File: config.mk
export PLATFORM = sky130hd
export DESIGN_NAME = mouse_pkt_assembler
export DESIGN_NICKNAME = d
export VERILOG_FILES = /design/src/rtl/mouse_pkt_assembler_pkg.sv /design/src/rtl/mouse_pkt_assembler_timer.sv /design/src/rtl/mouse_pkt_assembler.sv
export SDC_FILE = /design/constraint.sdc
export NUM_CORES = 1
export LEC_CHECK = 0
export CAP_MARGIN = 20
export CORE_ASPECT_RATIO = 1.1
export CORE_MARGIN = 4
export CORE_UTILIZATION = 60
export DETAILED_ROUTE_END_ITERATION = 10
export DONT_BUFFER_PORTS = 1
export GPL_TIMING_DRIVEN = 0
export PLACE_DENSITY = 0.73
export SLEW_MARGIN = 20
export SYNTH_ARGS = -nofsm -noshare
export SYNTH_HDL_FRONTEND = slang
export SYNTH_HIERARCHICAL = 1
export SYNTH_SLANG_ARGS = --single-unit
File: constraint.sdc
create_clock -name clk -period 4.1 [get_ports clk]
set_input_delay 0.82 -clock clk [delete_from_list [all_inputs] [get_ports clk]]
set_output_delay 0.82 -clock clk [all_outputs]
set_load 0.01 [all_outputs]
File: src/rtl/mouse_pkt_assembler_pkg.sv
// mouse_pkt_assembler_pkg: shared command bytes, FSM states and helpers for the PS/2 mouse packet assembler
package mouse_pkt_assembler_pkg;
  localparam logic [7:0] CMD_EN_REPORT = 8'hF4;
  localparam logic [7:0] ACK = 8'hFA;
  typedef enum logic [2:0] {S_IDLE, S_INIT, S_WTX, S_WACK, S_B1, S_B2, S_B3} state_t;
  function automatic logic timed_state(input state_t s);
    return s inside {S_WTX, S_WACK, S_B2, S_B3};
  endfunction
endpackage

File: src/rtl/mouse_pkt_assembler_timer.sv
// ps2_timeout_timer: cycle counter that pulses expired on its last count while enabled
module ps2_timeout_timer #(
  parameter int unsigned TIMEOUT_CYC = 2_000_000
) (
  input  logic clk,
  input  logic reset,
  input  logic clear,
  input  logic enable,
  output logic expired
);
  localparam int W = TIMEOUT_CYC > 1 ? $clog2(TIMEOUT_CYC) : 1;
  localparam logic [W-1:0] LAST = W'(TIMEOUT_CYC - 1);
  logic [W-1:0] cnt;
  // count while enabled; any clear (state change or bus activity) restarts the window
  always_ff @(posedge clk)
    if (reset || clear) cnt <= '0;
    else if (enable) cnt <= (cnt == LAST) ? '0 : cnt + W'(1);
  assign expired = enable && cnt == LAST;
endmodule

File: src/rtl/mouse_pkt_assembler.sv
// mouse_pkt_assembler: enables PS/2 mouse reporting, then assembles 3-byte movement packets
module mouse_pkt_assembler
  import mouse_pkt_assembler_pkg::*;
#(
  parameter int unsigned TIMEOUT_CYC = 2_000_000,
  parameter int unsigned MAX_RETRY = 3
) (
  input  logic       clk,
  input  logic       reset,
  input  logic [7:0] rx_data,
  input  logic       rx_done_tick,
  input  logic       tx_done_tick,
  output logic       wr_ps2,
  output logic [7:0] din,
  output logic [8:0] xm,
  output logic [8:0] ym,
  output logic [2:0] btnm,
  output logic [1:0] ovf,
  output logic       m_done_tick,
  output logic       init_done,
  output logic       init_err
);
  localparam int RW = $clog2(MAX_RETRY + 1);
  state_t state, state_nx;
  logic tick, expired, timeout, retry_inc, is_ack;
  logic [RW-1:0] retry;
  logic [7:0] byte1, byte2;
  assign din = CMD_EN_REPORT;
  assign wr_ps2 = state == S_INIT;
  assign tick = rx_done_tick | tx_done_tick;
  assign timeout = expired & ~tick;
  assign is_ack = rx_done_tick && rx_data == ACK;
  assign retry_inc = timeout && (state == S_WTX || state == S_WACK);
  ps2_timeout_timer #(.TIMEOUT_CYC(TIMEOUT_CYC)) u_timer (
    .clk(clk),
    .reset(reset),
    .clear(tick | (state_nx != state)),
    .enable(timed_state(state)),
    .expired(expired)
  );
  // state register
  always_ff @(posedge clk)
    state <= reset ? S_IDLE : state_nx;
  // next state; a byte or tx completion in the same cycle as expiry wins over the timeout
  always_comb begin
    state_nx = state;
    case (state)
      S_IDLE: state_nx = S_INIT;
      S_INIT: state_nx = S_WTX;
      S_WTX:  state_nx = tx_done_tick ? S_WACK : timeout ? S_INIT : S_WTX;
      S_WACK: state_nx = is_ack ? S_B1 : timeout ? S_INIT : S_WACK;
      S_B1:   state_nx = (rx_done_tick && rx_data[3]) ? S_B2 : S_B1;
      S_B2:   state_nx = rx_done_tick ? S_B3 : timeout ? S_B1 : S_B2;
      S_B3:   state_nx = (rx_done_tick || timeout) ? S_B1 : S_B3;
      default: state_nx = S_IDLE;
    endcase
  end
  // init handshake status: saturating retry count, sticky error, ACK-level done
  always_ff @(posedge clk)
    if (reset) begin
      retry <= '0;
      init_err <= 1'b0;
      init_done <= 1'b0;
    end else begin
      if (retry_inc && retry != RW'(MAX_RETRY)) retry <= retry + RW'(1);
      if (retry_inc && retry >= RW'(MAX_RETRY - 1)) init_err <= 1'b1;
      if (state == S_WACK && is_ack) init_done <= 1'b1;
    end
  // packet capture; outputs update together with the byte-3 edge and hold until the next packet
  always_ff @(posedge clk)
    if (reset) begin
      byte1 <= '0;
      byte2 <= '0;
      xm <= '0;
      ym <= '0;
      btnm <= '0;
      ovf <= '0;
      m_done_tick <= 1'b0;
    end else begin
      m_done_tick <= state == S_B3 && rx_done_tick;
      if (state == S_B1 && rx_done_tick && rx_data[3]) byte1 <= rx_data;
      if (state == S_B2 && rx_done_tick) byte2 <= rx_data;
      if (state == S_B3 && rx_done_tick) begin
        xm <= {byte1[4], byte2};
        ym <= {byte1[5], rx_data};
        btnm <= byte1[2:0];
        ovf <= byte1[7:6];
      end
    end
endmodule

==> impl_metrics.prom <==
# TYPE chip_impl_metric gauge
chip_impl_info{name="status",value="completed"} 1
chip_impl_metric{name="average_cell_area_after_synthesis",unit="um^2"} 8.598
chip_impl_metric{name="hpwlAfterDp",unit="mm"} 4.422
chip_impl_info{name="endpoint_kind",value="register"} 1
chip_impl_metric{name="die_area",unit="mm^2"} 0.006230
chip_impl_info{name="worst_setup_path_start_kind",value="register"} 1
chip_impl_metric{name="grt_max_degree",unit=""} 13
chip_impl_info{name="path_cells",value="buf_4, nand2_1, xnor2_1, and4_1, buf_4, nand2_2, nor3_1, nor2b_1, o211ai_1, o2111ai_2, mux2i_1, nor2_1, o31ai_4, buf_4, nor2_1"} 1
chip_impl_metric{name="relative_area_change_from_synthesis_to_final_layout",unit="%"} 10.57
chip_impl_metric{name="layout.nets",unit=""} 383
chip_impl_metric{name="setup_ws",unit="ns"} 0.3591
chip_impl_metric{name="numCtsBuffers",unit=""} 9
chip_impl_metric{name="initial_utilization",unit=""} 0.6354
chip_impl_metric{name="clock_buffer_depth",unit=""} 2
chip_impl_metric{name="io_buffers",unit=""} 0
chip_impl_info{name="grt_setup_unrepaired",value="false"} 1
chip_impl_metric{name="die_height",unit="um"} 82.38
chip_impl_metric{name="antenna_found_initial",unit=""} 0
chip_impl_metric{name="synth_edf_count",unit=""} 0
chip_impl_info{name="yosys-top-cells-count",value="nand2_1, dfxtp_1, a21oi_1"} 1
chip_impl_info{name="yosys-top-cells-area",value="dfxtp_1, nand2_1, a21oi_1"} 1
chip_impl_metric{name="design.core.area",unit="mm^2"} 0.004750
chip_impl_metric{name="max_cap_violations",unit=""} 0
chip_impl_metric{name="hold_violations",unit=""} 0
chip_impl_metric{name="detailedRoute.firstIterationViolations",unit=""} 87
chip_impl_metric{name="regToRegSetupSlack",unit="ns"} 0.36
chip_impl_metric{name="die_w",unit="um"} 75.62
chip_impl_metric{name="synth_sequential_area_ratio",unit=""} 0.4444
chip_impl_metric{name="highest_ir_drop_seen_on_vdd",unit="mV"} 0.2791
chip_impl_metric{name="power.total",unit="mW"} 1.345
chip_impl_metric{name="max_freq",unit="GHz"} 0.2673
chip_impl_metric{name="global_route_wire_length_before_repair",unit="mm"} 10.45
chip_impl_metric{name="cp.buffers_inverters",unit=""} 3
chip_impl_metric{name="layout-drive-gt1-share",unit=""} 0.1555
chip_impl_metric{name="post-route-util",unit=""} 0.7026
chip_impl_info{name="cp_max_delay_cell",value="nor3_1"} 1
chip_impl_metric{name="post_cts.resized_instances",unit=""} 0
chip_impl_metric{name="post_cts_repair_timing_setup_buffer_count",unit=""} 0
chip_impl_metric{name="cts_hold_repair.buffers",unit=""} 0
chip_impl_metric{name="power_density",unit="mW/mm^2"} 403.0
chip_impl_info{name="path_delay_family",value="simple AND/OR/NAND/NOR gates"} 1
chip_impl_metric{name="drt_first_pass_iters",unit=""} 5
chip_impl_metric{name="vias",unit=""} 2390
chip_impl_metric{name="fin_worst_hold_slack",unit="ns"} 0.4509
chip_impl_metric{name="critical_path_required",unit="ns"} 4.33
chip_impl_metric{name="power_leakage",unit="nW"} 1.209
chip_impl_metric{name="totalNegativeSetupSlack",unit="ns"} 0
chip_impl_metric{name="layout_min_cycle_time",unit="ns"} 3.741
chip_impl_info{name="timing.setup.critical_path_class",value="reg2reg"} 1
chip_impl_metric{name="grt_pass1_vias",unit=""} 2316
chip_impl_metric{name="worst_setup_hold_path_clk_slew",unit="ns"} 0.08
chip_impl_metric{name="antenna_cells_inserted",unit=""} 0
chip_impl_info{name="synth.most_common_cell",value="nand2_1"} 1
chip_impl_metric{name="worst-endpoint-arrival",unit="ns"} 3.97
chip_impl_metric{name="crit_fanout",unit=""} 10
chip_impl_metric{name="area_of_the_mapped_netlist",unit="mm^2"} 0.003018
chip_impl_metric{name="placementRows",unit=""} 26
chip_impl_info{name="worst_hold_path_type",value="reg2reg"} 1
chip_impl_metric{name="io_pins",unit=""} 47
chip_impl_metric{name="synth_cell_type_count",unit=""} 53
chip_impl_metric{name="globalplace.congestion",unit=""} 0.8708
chip_impl_metric{name="post_drt_via_cell_ratio",unit=""} 5.571
chip_impl_metric{name="timing.clock.skew",unit="ns"} 0.008240
chip_impl_info{name="timing.critical_path.mode_cell",value="buf_4"} 1
chip_impl_metric{name="synth_top_area_frac",unit=""} 0.4444
chip_impl_metric{name="total_count_of_max_transition_violations_in_the_final_report",unit=""} 0
chip_impl_metric{name="grt_overflow_total",unit=""} 0
chip_impl_info{name="synthDominantAreaCellType",value="dfxtp_1"} 1
chip_impl_metric{name="route.detailed.drc",unit=""} 0
chip_impl_metric{name="post-route-period-util",unit=""} 0.9124
chip_impl_metric{name="worst_max_slew_margin_expressed_relative_to_the_limit",unit=""} 0.5396
chip_impl_metric{name="synth-warning-count",unit=""} 6
chip_impl_metric{name="proportion_of_synthesized_flip_flops_having_asynchronous_set_or_reset",unit=""} 0
chip_impl_info{name="ys_dominant_reg_cell",value="dfxtp_1"} 1
chip_impl_metric{name="final-setup-viol-count",unit=""} 0
chip_impl_metric{name="routed_wirelength",unit="mm"} 6.255
chip_impl_metric{name="cts-htree-levels",unit=""} 3
chip_impl_metric{name="post_place_setup_slack",unit="ns"} 0.4023
chip_impl_info{name="cts_root_buf",value="clkbuf_8"} 1
chip_impl_metric{name="syn_inst",unit=""} 351
chip_impl_metric{name="worst-slew-pin-transition",unit="ns"} 0.6853
chip_impl_metric{name="max_stage_delay",unit="ns"} 0.59
chip_impl_metric{name="cts_sink_cnt",unit=""} 67
chip_impl_metric{name="postRouteAntennaNets",unit=""} 0
chip_impl_info{name="cts_tree",value="done"} 1
chip_impl_metric{name="ys_seq_elements",unit=""} 67
chip_impl_metric{name="grt.total_usage",unit=""} 0.2178
chip_impl_metric{name="insertion_delay_to_the_later_sink_of_the_worst_skew_pair",unit="ns"} 0.34
chip_impl_metric{name="drt_wl_cell",unit="um"} 14.58
-- per-stage QoR --
| step | std cells | cell area (um^2) |
|---|---|---|
| after floorplan | 357 | 3040 |
| after global placement | 413 | 3110 |
| after detailed placement | 413 | 3110 |
| after CTS | 429 | 3337 |
| after global routing | 429 | 3337 |
| final | 429 | 3337 |
-- sequential cells by signal, summed over array words and instances, names as in the netlist, 2 cells and up --
register	flops
ym	9
state	3
byte1	7
btnm	3
ovf	2
byte2	8
retry	2
xm	9
u_timer/cnt	21
-- layout by cell type (no fill, tap or decap), types with 7 or more instances in the layout --
cell type / Yosys / layout
xor2_1: 9 / 9
dfxtp_1: 67 / 67
conb_1: 2 / 8
nor2_1: 28 / 28
nand3_1: 10 / 10
inv_1: 7 / 7
buf_4: 17 / 17
a21oi_1: 43 / 43
nand2_1: 72 / 72
clkbuf_8: 0 / 10
mux2i_1: 9 / 9
-- logic make-up (layout without fill, tap and decap cells) --
family	Yosys count	count (layout)	synth area share
other	2	8	0.002488
AND/OR/NAND/NOR	158	158	0.2711
buffers and inverters	35	51	0.07131
multiplexers	9	9	0.02985
flip-flops	67	67	0.4444
AO/OA/AOI/OAI	63	63	0.1277
XOR/XNOR	14	14	0.04063
adder cells (fa/ha/maj)	3	3	0.01244
-- metal layers --
layer,track usage,vias to the layer above,share of wire,wire length (um)
met5,0,-,0,0
met3,0.05206,10,0.070,439
li1,-,1212,-,-
met1,0.2494,1111,0.42,2606
met2,0.3843,57,0.49,3094
met4,0.08741,0,0.018,113
-- tightest hold or removal path, stage by stage (launching register included) --
cell and delay [ns]:
dfxtp_1 0.31, nand2_1 0.05, a21oi_1 0.05
-- path summary, 6_finish.rpt --
check,from,end,cells past startpoint
worst min-delay path,byte1[2],btnm[2],2
worst max register to register,state[2],u_timer/cnt[3],15
worst max-delay path,state[2],u_timer/cnt[3],15
worst min register to register,byte1[2],btnm[2],2
-- report_power, final --
| part | internal [mW] | leakage [nW] | switching [mW] |
|---|---|---|---|
| clock network | 0.359 | 0.108 | 0.255 |
| logic | 0.0304 | 0.561 | 0.0457 |
| registers | 0.654 | 0.540 | 0.00131 |
-- final cells by class --
type	instances	area, um^2
Buffer	28	188.9
Sequential cell	67	1341
Fill cell	412	1413
Tap cell	56	70.07
Clock inverter	6	88.84
Multi-Input combinational cell	255	1484
Clock buffer	10	137.6
Inverter	7	26.28
Note: power is estimated with default switching activity, not from simulation.
